===== src/rtl/allocate_register_file_sb.sv =====
// Allocate-stage register file: one storage copy per read port, zero-init after reset,
// optional write-to-read bypass and hardwired zero register, plus a RAW pending scoreboard.
module allocate_register_file_sb #(
    parameter int P_DATA_W   = 32,
    parameter int P_ADDR_W   = 5,
    parameter int P_BYPASS   = 1,
    parameter int P_ZERO_REG = 0
) (
    input  logic                iCLOCK,
    input  logic                iRESET_SYNC,
    output logic                oINIT_BUSY,
    input  logic                iWR_VALID,
    input  logic [P_ADDR_W-1:0] iWR_ADDR,
    input  logic [P_DATA_W-1:0] iWR_DATA,
    input  logic                iALLOC_VALID,
    input  logic [P_ADDR_W-1:0] iALLOC_ADDR,
    input  logic                iFLUSH,
    input  logic [P_ADDR_W-1:0] iRD0_ADDR,
    output logic [P_DATA_W-1:0] oRD0_DATA,
    output logic                oRD0_PENDING,
    input  logic [P_ADDR_W-1:0] iRD1_ADDR,
    output logic [P_DATA_W-1:0] oRD1_DATA,
    output logic                oRD1_PENDING
);
    localparam int P_DEPTH = 2 ** P_ADDR_W;
    localparam logic [P_ADDR_W:0] L_LAST = (P_ADDR_W + 1)'(P_DEPTH - 1);

    typedef enum logic {S_INIT, S_RUN} state_t;

    state_t                r_state, w_state_nxt;
    logic [P_ADDR_W:0]     r_init_cnt, w_init_cnt_nxt;
    logic [P_DATA_W-1:0]   r_mem0 [P_DEPTH];
    logic [P_DATA_W-1:0]   r_mem1 [P_DEPTH];
    logic [P_DEPTH-1:0]    r_pend, w_pend_nxt;
    logic                  w_run, w_init_we, w_wr_ok, w_alloc_ok;

    // Reset asserted this cycle overrides RUN, so nothing is accepted during the reset edge.
    assign w_run      = (r_state == S_RUN) && !iRESET_SYNC;
    assign w_init_we  = (r_state == S_INIT) && !iRESET_SYNC;
    assign oINIT_BUSY = !w_run;
    assign w_wr_ok    = w_run && iWR_VALID && !((P_ZERO_REG != 0) && (iWR_ADDR == '0));
    assign w_alloc_ok = w_run && iALLOC_VALID && !((P_ZERO_REG != 0) && (iALLOC_ADDR == '0));

    always_ff @(posedge iCLOCK) begin
        if (iRESET_SYNC) begin
            r_state    <= S_INIT;
            r_init_cnt <= '0;
        end else begin
            r_state    <= w_state_nxt;
            r_init_cnt <= w_init_cnt_nxt;
        end
    end

    always_comb begin
        w_state_nxt    = r_state;
        w_init_cnt_nxt = r_init_cnt;
        if (r_state == S_INIT) begin
            w_init_cnt_nxt = r_init_cnt + (P_ADDR_W + 1)'(1);
            if (r_init_cnt == L_LAST) begin
                w_state_nxt = S_RUN;
            end
        end
    end

    always_ff @(posedge iCLOCK) begin
        if (w_init_we) begin
            r_mem0[r_init_cnt[P_ADDR_W-1:0]] <= '0;
            r_mem1[r_init_cnt[P_ADDR_W-1:0]] <= '0;
        end else if (w_wr_ok) begin
            r_mem0[iWR_ADDR] <= iWR_DATA;
            r_mem1[iWR_ADDR] <= iWR_DATA;
        end
    end

    // Flush beats allocate-set, which beats write-clear (a new producer wins).
    always_comb begin
        w_pend_nxt = r_pend;
        if (iRESET_SYNC || (w_run && iFLUSH)) begin
            w_pend_nxt = '0;
        end else begin
            if (w_wr_ok)    w_pend_nxt[iWR_ADDR]    = 1'b0;
            if (w_alloc_ok) w_pend_nxt[iALLOC_ADDR] = 1'b1;
        end
    end

    always_ff @(posedge iCLOCK) begin
        r_pend <= w_pend_nxt;
    end

    always_comb begin
        oRD0_DATA    = '0;
        oRD0_PENDING = 1'b0;
        if (w_run && !((P_ZERO_REG != 0) && (iRD0_ADDR == '0))) begin
            if ((P_BYPASS != 0) && w_wr_ok && (iWR_ADDR == iRD0_ADDR)) begin
                oRD0_DATA = iWR_DATA;
            end else begin
                oRD0_DATA    = r_mem0[iRD0_ADDR];
                oRD0_PENDING = r_pend[iRD0_ADDR];
            end
        end
    end

    always_comb begin
        oRD1_DATA    = '0;
        oRD1_PENDING = 1'b0;
        if (w_run && !((P_ZERO_REG != 0) && (iRD1_ADDR == '0))) begin
            if ((P_BYPASS != 0) && w_wr_ok && (iWR_ADDR == iRD1_ADDR)) begin
                oRD1_DATA = iWR_DATA;
            end else begin
                oRD1_DATA    = r_mem1[iRD1_ADDR];
                oRD1_PENDING = r_pend[iRD1_ADDR];
            end
        end
    end
endmodule


===== config.mk =====
export PLATFORM = sky130hd
export DESIGN_NAME = allocate_register_file_sb
export DESIGN_NICKNAME = d
export VERILOG_FILES = /design/src/rtl/allocate_register_file_sb.sv
export SDC_FILE = /design/constraint.sdc
export NUM_CORES = 1
export LEC_CHECK = 0
export CAP_MARGIN = 20
export CORE_MARGIN = 5
export CORE_UTILIZATION = 25
export DETAILED_ROUTE_END_ITERATION = 10
export PLACE_DENSITY_LB_ADDON = 0.2
export SLEW_MARGIN = 20
export SYNTH_ARGS = -nofsm -noshare
export SYNTH_HDL_FRONTEND = slang
export SYNTH_SLANG_ARGS = --single-unit
export TNS_END_PERCENT = 1

===== constraint.sdc =====
create_clock -name iCLOCK -period 10 [get_ports iCLOCK]
set_input_delay 2 -clock iCLOCK [delete_from_list [all_inputs] [get_ports iCLOCK]]
set_output_delay 2 -clock iCLOCK [all_outputs]
set_load 0.1 [all_outputs]

==> flow_metrics.env, run 1 <==
export IMPL_end_kind="output pin"
export IMPL_crit_reg2reg_capture="r_mem1[0][15]$_DFFE_PP_"
export IMPL_min_delay_start="r_pend[18]$_SDFF_PP0_"
export IMPL_crit_slowest_cell="clkdlybuf4s50_1"
export IMPL_cts_max_level=3
export IMPL_ys_async_sr_fraction_pct=0
export IMPL_drcViolationCount=0
export IMPL_critPathLaunchType="input port"
export IMPL_postSynthAreaPerCell_um2=17.87
export IMPL_die_y_um=460.6
export IMPL_num_vias=29970
export IMPL_coreArea_um2=202100
export IMPL_synthesis_nets=2898
export IMPL_cts_hold_buf=0
export IMPL_yosysWarnings=0
export IMPL_required_ns=8.00
export IMPL_hold_path_depth=2
export IMPL_status="finished, final reports clean"
export IMPL_r2r_slack_ns=5.65
export IMPL_clk_latency_ns=0.74
export IMPL_power_density_nw_per_um2=163.1
export IMPL_finalHoldViolCount=0
export IMPL_max_vdd_ir_drop_uv=161.5
export IMPL_hold_path_class="flop to flop"
export IMPL_skew_ns=0.02077
export IMPL_syn_inst=2840
export IMPL_grt_pass1_vias=30690
export IMPL_max_freq_ghz=0.1220
export IMPL_ios=124
export IMPL_fin_nets=3007
export IMPL_grt_max_degree=74
export IMPL_ys_flop_type="edfxtp_1"
export IMPL_p_total_mw=9.638
export IMPL_netlist_area_leader_share_pct=60.58
export IMPL_gp_congestion=0.7909
export IMPL_fin_crit_ns=8.194
export IMPL_port_buffers=123
export IMPL_hold_ws_ns=0.4895
export IMPL_max_stage_delay_ns=1.13
export IMPL_drt_antenna_violating_nets=0
export IMPL_power_leakage_nw=17.60
export IMPL_fin_crit_sh_pct=81.94
export IMPL_clockRootBuffer="clkbuf_16"
export IMPL_wl_um=183800
export IMPL_cts_resized=0
export IMPL_syn_area_um2=50760
export IMPL_timing_max_cap_violations=0
export IMPL_first_pass_iters=5
export IMPL_fp_row_count=165
export IMPL_nFillCells=19750
export IMPL_place_hpwl_um=111800
export IMPL_yosysTopAreaCell="edfxtp_1"
export IMPL_clock_sinks=1063
export IMPL_wl_per_cell_um=32.15
export IMPL_layout_common_cells="edfxtp_1, mux4_2, mux2i_1, a221oi_1, clkbuf_16"
export IMPL_setup_tns_ns=0
export IMPL_ys_seq_area_share_pct=62.12
export IMPL_path_clk_slew_ns=0.06
export IMPL_grt_pass1_wl_um=254800
export IMPL_ys_ff_latch=1063
export IMPL_holdPathEnd="r_pend[18]$_SDFF_PP0_"
export IMPL_netlist_top_cells_area="edfxtp_1, mux4_2, mux2i_1, a221oi_1, dfxtp_1"
export IMPL_rsz0062_at_grt="false"
export IMPL_cts_tree="done"
export IMPL_area_growth_synth_to_final_pct=16.40
export IMPL_r2r_start="r_state$_SDFF_PP0_"
export IMPL_yosysUniqueCellTypes=46
export IMPL_cp_arrival_ns=6.19
export IMPL_start_util_pct=25.11
export IMPL_grt_overflow_total=0
export IMPL_critical_path_max_fanout=73
export IMPL_setup_viol=0
export IMPL_post_cts_setup_buffer_count=0
export IMPL_clockBufferDepth=3
export IMPL_path_cells="buf_8 -> buf_4 -> mux2i_1 -> a221oi_1 -> o21ai_1 -> a211oi_1 -> a211o_1 -> clkdlybuf4s50_1"
export IMPL_synth_edff_count=1024
export IMPL_final_common_cell="edfxtp_1"
export IMPL_worst_r2r_cell_count=6
export IMPL_first_iter_violations=2616
export IMPL_critPathKind="input port to output pin"
export IMPL_antenna_found_initial=4
export IMPL_cp_top_family="buffers and inverters"
export IMPL_die_area_um2=212100
export IMPL_die_x_um=460.6
export IMPL_finalMaxSlewViolations=0
export IMPL_grt_total_usage_pct=17.02
export IMPL_worstMarginPinSlew_ns=1.172
export IMPL_via_per_inst=5.241
export IMPL_critPathBufInv=3
export IMPL_numCtsBuffers=111
export IMPL_worst_slew_margin_rel_pct=21.85
export IMPL_drive_above_1_share_pct=26.36
## cells by family (layout without fill, tap and decap cells)
group | after synthesis | after routing | share of synthesized area, %
buf+inv | 240 | 442 | 2.238
flops | 1063 | 1063 | 62.12
xor+xnor | 14 | 14 | 0.2416
mux | 732 | 732 | 25.19
simple gates | 303 | 303 | 3.182
fa+ha+maj | 1 | 1 | 0.02465
compound gates | 487 | 487 | 7.006
other cells | 0 | 5 | 0
## synthesized netlist by cell type (all sizes together), types with 3 or more instances
library cell,number
a211o,63
a211oi,68
a21oi,90
a221o,8
a221oi,118
a22oi,42
and2,45
buf,117
clkbuf,114
dfxtp,39
edfxtp,1024
inv,9
mux2,3
mux2i,293
mux4,436
nand2,53
nand2b,16
nand3,12
nand3b,8
nor2,53
nor2b,59
nor3,33
nor3b,15
o21ai,51
o21bai,35
o22ai,3
o31ai,3
or3,3
xnor2,12
## where the power goes
part	switching, mW	internal [mW]	total [mW]	leakage (nW)
clock	1.82	2.31	4.13	1.74
combinational	0.393	0.265	0.658	7.44
sequential	0.0134	4.84	4.85	8.42
## state kept, by name, indices dropped and copies added, names as in the netlist
register    cells
r_init_cnt      6
r_mem0         32
r_mem1        992
r_pend         32
r_state         1
## cell type report
type                       instances  area, µm²  share of cell area, %
antenna                            5      12.51                0.02118
clock buffer                     138       2974                  5.034
clock inverter                    68      560.5                 0.9487
inverter                           9      41.29                0.06988
multi-input combinational       1537      18440                  31.21
sequential                      1063      31530                  53.36
tap                             2672       3343                  5.658
timing repair buffer             227       2182                  3.693
## worst max-delay path by stage
stage,endpoint,depth (start not counted),slack (ns),startpoint
6_report,oRD0_DATA[16],8,1.81,iRD0_ADDR[0]
5_1_grt,oRD0_DATA[16],8,1.67,iRD0_ADDR[0]
4_1_cts,oRD0_DATA[16],8,1.74,iRD0_ADDR[0]
3_5_place_dp,oRD0_DATA[16],8,1.77,iRD0_ADDR[0]
3_3_place_gp,oRD0_DATA[16],8,1.79,iRD0_ADDR[0]
2_1_floorplan,oRD1_DATA[30],9,3.12,iRD1_ADDR[1]
## worst register-to-register path, stage by stage, from the launching register on
cell and delay (ns):
dfxtp_1 0.54, and3b_2 0.26, buf_4 0.65, mux2i_1 0.40
nand2_1 0.52, nor2_4 0.96, buf_4 0.62
## per-stage QoR
| stage | instances | setup slack (ns) | instance area [µm²] | utilization (%) |
|---|---|---|---|---|
| after floorplan | 2840 | 3.119 | 50760 | - |
| after global placement | 5500 | 1.790 | 55350 | 27.38 |
| after detailed placement | 5507 | 1.769 | 55500 | 27.46 |
| after CTS | 5713 | 1.743 | 59040 | 29.21 |
| after global routing | 5715 | 1.669 | 59070 | 29.23 |
| final | 5719 | 1.806 | 59080 | 29.23 |
## routing by layer
metal | global-route usage (%) | vias up | routed length (µm)
met2 | 29.96 | 956 | 93790
li1 | - | 12330 | -
met1 | 21.61 | 16430 | 75470
met5 | 0 | - | 0
met3 | 2.251 | 249 | 8662
met4 | 5.641 | 0 | 5923
Note: power is estimated with default switching activity, not from simulation.
==> run 2: changes to the inputs <==
Clock period 10 ns to 7.8 ns, I/O delays scaled along.
==> flow_metrics.env, run 2 (same netlist as run 1, synthesis figures left out) <==
export IMPL_port_buffers=123
export IMPL_cp_depth=8
export IMPL_worst_r2r_cell_count=6
export IMPL_wl_um=184500
export IMPL_ios=124
export IMPL_via_per_inst=5.251
export IMPL_die_x_um=460.6
export IMPL_end_kind="output pin"
export IMPL_grt_pass1_wl_um=255800
export IMPL_first_iter_violations=2442
export IMPL_place_hpwl_um=109600
export IMPL_path_clk_slew_ns=0.06
export IMPL_fin_nets=3015
export IMPL_worst_slew_margin_rel_pct=25.18
export IMPL_finalHoldViolCount=0
export IMPL_worstMarginPinSlew_ns=1.122
export IMPL_clock_sinks=1063
export IMPL_start_util_pct=25.11
export IMPL_r2r_slack_ns=3.63
export IMPL_first_pass_iters=6
export IMPL_clockBufferDepth=3
export IMPL_post_cts_setup_buffer_count=0
export IMPL_drive_above_1_share_pct=28.11
export IMPL_r2r_start="r_state$_SDFF_PP0_"
export IMPL_fp_row_count=165
export IMPL_cts_resized=0
export IMPL_status="finished, final reports clean"
export IMPL_grt_max_degree=82
export IMPL_crit_slowest_cell="clkdlybuf4s50_1"
export IMPL_path_common_cell="buf_4"
export IMPL_drt_antenna_violating_nets=0
export IMPL_use_met2_pct=30.60
export IMPL_skew_ns=0.02322
export IMPL_critPathKind="input port to output pin"
export IMPL_use_met3_pct=1.771
export IMPL_die_y_um=460.6
export IMPL_top_register="r_mem1"
export IMPL_cts_tree="done"
export IMPL_fin_crit_ns=6.564
export IMPL_power_density_nw_per_um2=209.6
export IMPL_coreArea_um2=202100
export IMPL_busiest_layer="met2"
export IMPL_grt_total_usage_pct=17.07
export IMPL_crit_reg2reg_capture="r_mem1[16][14]$_DFFE_PP_"
export IMPL_p_total_mw=12.51
export IMPL_hold_path_depth=2
export IMPL_timing_max_cap_violations=0
export IMPL_cp_top_family="buffers and inverters"
export IMPL_cts_max_level=3
export IMPL_setup_tns_ns=0
export IMPL_cp_arrival_ns=5.00
export IMPL_max_vdd_ir_drop_uv=168.8
export IMPL_grt_overflow_total=0
export IMPL_critical_path_max_fanout=32
export IMPL_layout_common_cells="edfxtp_1, mux4_2, mux2i_1, buf_4, a221oi_1"
export IMPL_final_common_cell="edfxtp_1"
export IMPL_critPathBufInv=3
export IMPL_num_vias=30060
export IMPL_wl_per_cell_um=32.23
export IMPL_path_cells="clkdlybuf4s50_1 -> xnor2_1 -> nand3_1 -> o311ai_4 -> buf_4 -> nor3_1 -> a211o_1 -> buf_4"
export IMPL_power_leakage_nw=17.92
export IMPL_finalMaxSlewViolations=0
export IMPL_rsz0062_at_grt="false"
export IMPL_holdPathEnd="r_pend[22]$_SDFF_PP0_"
export IMPL_grt_pass1_vias=31190
export IMPL_largest_register_ffs=992
export IMPL_clk_latency_ns=0.73
export IMPL_required_ns=6.24
export IMPL_max_freq_ghz=0.1523
export IMPL_min_delay_start="r_pend[22]$_SDFF_PP0_"
export IMPL_crit_start="iWR_ADDR[4]"
export IMPL_clockRootBuffer="clkbuf_16"
export IMPL_hold_ws_ns=0.4902
export IMPL_setup_viol=0
export IMPL_antenna_found_initial=2
export IMPL_reg_largest_list="r_mem1: 992 flops, r_mem0: 32 flops, r_pend: 32 flops"
export IMPL_area_growth_synth_to_final_pct=17.57
export IMPL_critPathLaunchType="input port"
export IMPL_fin_crit_sh_pct=84.16
export IMPL_hold_path_class="flop to flop"
export IMPL_max_stage_delay_ns=0.78
export IMPL_numCtsBuffers=111
export IMPL_gp_congestion=0.7694
export IMPL_drcViolationCount=0
export IMPL_met1_usage_pct=21.76
export IMPL_die_area_um2=212100
export IMPL_cts_hold_buf=0
run 2: cell types whose count changed in the layout (fill, tap and decap cells not counted), moves of 3 or more:
cell and delta:
clkbuf_1 -6, a211oi_2 +3, diode_2 -4, and2_2 +5, buf_12 +44, a211oi_1 -3
clkinv_1 +10, clkdlybuf4s50_1 -43, clkinv_2 -7, buf_4 +10, bufinv_16 +4, and2_1 -5
run 2: worst max-delay path by stage:
stage	end	slack (ns)
global route	oRD0_DATA[21]	1.20
detailed placement	oRD0_DATA[21]	1.27
global placement	oRD1_DATA[13]	1.21
CTS	oRD0_DATA[21]	1.27
floorplan	oRD1_DATA[30]	1.80
finish	oRD0_DATA[21]	1.24
run 2: per-layer routing:
metal / vias to the layer above / part of all wire, %
li1: 12340 / -
met1: 16630 / 41
met2: 861 / 52
met3: 232 / 4.1
met4: 0 / 2.8
met5: - / 0
run 2: worst reg2reg max path, cell delays in order, from the launching register on:
cell and delay [ns]:
dfxtp_1 0.56, and3b_2 0.26, buf_4 0.64, mux2i_1 0.51
nand2_1 0.56, nor2_4 0.94, buf_12 0.33
run 2: final cells by class:
| cell class | count | area [µm²] |
|---|---|---|
| clock buffers | 134 | 2979 |
| inverters | 9 | 41.29 |
| multi-input cells | 1537 | 18460 |
| clock inverters | 74 | 674.4 |
| flip-flops and latches | 1063 | 31530 |
| repair buffers | 235 | 2650 |
| diodes | 1 | 2.502 |
| well taps | 2672 | 3343 |
| fillers | 19630 | 142400 |
run 2: through the flow:
stage	setup slack, ns	cell area [µm²]	instances	util [%]
final	1.236	59680	5725	29.53
after global routing	1.200	59670	5724	29.53
after CTS	1.267	59660	5724	29.52
after detailed placement	1.274	56010	5516	27.71
after global placement	1.208	55920	5513	27.67
after floorplan	1.799	50760	2840	-
run 2: report_power, final:
part	switching (mW)	internal (mW)
sequential	0.0169	6.20
combinational	0.505	0.350
clock	2.32	3.10
==> run 3: changes to the inputs <==
Clock period 7.8 ns to 6.3 ns, I/O delays scaled along.
==> flow_metrics.env, run 3 (same netlist as run 1, synthesis figures left out) <==
export IMPL_status="finished, final reports clean"
export IMPL_die_area_um2=212100
export IMPL_port_buffers=123
export IMPL_drcViolationCount=0
export IMPL_cts_resized=0
export IMPL_fin_crit_sh_pct=89.57
export IMPL_p_clk_share_pct=43.4
export IMPL_max_vdd_ir_drop_uv=212.6
export IMPL_cts_tree="done"
export IMPL_grt_pass1_vias=31340
export IMPL_end_kind="output pin"
export IMPL_die_y_um=460.6
export IMPL_worst_r2r_cell_count=6
export IMPL_reg_largest_list="r_mem1: 992 flops, r_mem0: 32 flops, r_pend: 32 flops"
export IMPL_p_sw_share_pct=22.66
export IMPL_ios=124
export IMPL_setup_tns_ns=0
export IMPL_clock_sinks=1063
export IMPL_combPwrFrac_pct=6.9
export IMPL_finalMaxSlewViolations=0
export IMPL_multiInputGateArea_um2=18430
export IMPL_fin_crit_ns=5.643
export IMPL_grt_total_usage_pct=17.22
export IMPL_seq_area_um2=31530
export IMPL_fp_row_count=165
export IMPL_power_leakage_nw=18.29
export IMPL_dp_cells=5574
export IMPL_path_cells="clkdlybuf4s50_1 -> xnor2_1 -> nand3_1 -> o31ai_4 -> buf_12 -> nor2b_1 -> a211o_1 -> buf_12"
export IMPL_wl_per_cell_um=32.17
export IMPL_first_pass_iters=5
export IMPL_layout_common_cells="edfxtp_1, mux4_2, mux2i_1, buf_4, a221oi_1"
export IMPL_grt_max_degree=67
export IMPL_hold_path_depth=2
export IMPL_start_util_pct=25.11
export IMPL_grt_overflow_total=0
export IMPL_rsz0062_at_grt="false"
export IMPL_worst_slew_margin_rel_pct=28.40
export IMPL_power_density_nw_per_um2=256.1
export IMPL_intPower_mw=11.98
export IMPL_utilization_pct=29.93
export IMPL_drive_above_1_share_pct=29.04
export IMPL_gp_congestion=0.7748
export IMPL_worstMarginPinSlew_ns=1.074
export IMPL_post_cts_setup_buffer_count=0
export IMPL_critical_path_max_fanout=27
export IMPL_crit_slowest_cell="clkdlybuf4s50_1"
export IMPL_seqPwrFrac_pct=49.7
export IMPL_antenna_found_initial=3
export IMPL_die_x_um=460.6
export IMPL_grt_pass1_wl_um=256600
export IMPL_hold_path_class="flop to flop"
export IMPL_fin_cells=5788
export IMPL_critPathKind="input port to output pin"
export IMPL_timing_max_cap_violations=0
export IMPL_fin_nets=3077
export IMPL_final_common_cell="edfxtp_1"
export IMPL_clockBufferDepth=3
export IMPL_place_hpwl_um=114900
export IMPL_finalHoldViolCount=0
export IMPL_skew_ns=0.01927
export IMPL_largest_register_ffs=992
export IMPL_critPathLaunchType="input port"
export IMPL_cp_arrival_ns=4.38
export IMPL_cts_max_level=3
export IMPL_coreArea_um2=202100
export IMPL_top_register="r_mem1"
export IMPL_num_vias=30230
export IMPL_required_ns=5.04
export IMPL_r2r_slack_ns=2.51
export IMPL_max_freq_ghz=0.1772
export IMPL_drt_antenna_violating_nets=0
export IMPL_clk_latency_ns=0.73
export IMPL_clockRootBuffer="clkbuf_16"
export IMPL_nFillCells=19600
export IMPL_setup_viol=0
export IMPL_via_per_inst=5.222
export IMPL_cts_hold_buf=0
export IMPL_wl_um=186200
export IMPL_area_growth_synth_to_final_pct=19.17
export IMPL_numCtsBuffers=113
export IMPL_max_stage_delay_ns=0.79
export IMPL_path_clk_slew_ns=0.06
export IMPL_p_sw_mw=3.511
export IMPL_path_common_cell="buf_12"
export IMPL_first_iter_violations=2551
## run 3: cell types whose count changed in the layout (fill, tap and decap cells not counted), sizes merged
cell	change
buf	+61
clkinv	-13
clkbuf	+12
diode	+2
inv	+2
bufinv	+1
clkdlybuf4s50	-1
clkinvlp	-1
## run 3: area by class of cell
cell class	instances	area share, %
Clock buffer	146	4.915
Tap cell	2672	5.527
Multi-Input combinational cell	1537	30.47
Inverter	9	0.06826
Timing Repair Buffer	295	5.767
Antenna cell	3	0.01241
Sequential cell	1063	52.13
Clock inverter	63	1.115
## run 3: metrics by stage
stage | power, mW | cell area (µm²) | hold WS [ns] | worst slack [ns]
3_3_place_gp | 8.941 | 56770 | 0.4767 | 0.6330
6_report | 15.49 | 60490 | 0.4878 | 0.6572
5_1_grt | 15.97 | 60480 | 0.5120 | 0.5663
4_1_cts | 15.64 | 60440 | 0.4874 | 0.6376
3_5_place_dp | 8.936 | 56790 | 0.4786 | 0.6399
2_1_floorplan | 8.516 | 50760 | 0.4603 | 0.8994
## run 3: layer usage
layer	up-vias	GRT usage [%]	share of wire, %
met5	-	0	0
met4	0	6.093	3.5
met3	221	2.321	4.9
met2	973	30.15	51
met1	16570	21.82	41
li1	12460	-	-
## run 3: final timing paths
| path | startpoint | to |
|---|---|---|
| setup / recovery | iWR_ADDR[2] | oRD0_DATA[13] |
| hold / removal | r_pend[7]$_SDFF_PP0_ | r_pend[7]$_SDFF_PP0_ |
| hold reg to reg | r_pend[7]$_SDFF_PP0_ | r_pend[7]$_SDFF_PP0_ |
| setup reg to reg | r_state$_SDFF_PP0_ | r_mem1[14][17]$_DFFE_PP_ |
## run 3: power groups by stage
| stage | sequential [mW] | clock, mW | combinational (mW) |
|---|---|---|---|
| 4_1_cts | 7.70 | 6.85 | 1.08 |
| 5_1_grt | 7.70 | 7.15 | 1.12 |
| 3_5_place_dp | 7.85 | 0 | 1.08 |
| 2_1_floorplan | 7.85 | 0 | 0.669 |
| 6_report | 7.71 | 6.72 | 1.07 |
| 3_3_place_gp | 7.85 | 0 | 1.09 |
## run 3: critical path, delay by kind of cell
kind | cells | cell delay, ns
compound gates | 2 | 1.14
simple gates | 2 | 0.36
buf+inv | 3 | 1.40
xor+xnor | 1 | 0.18
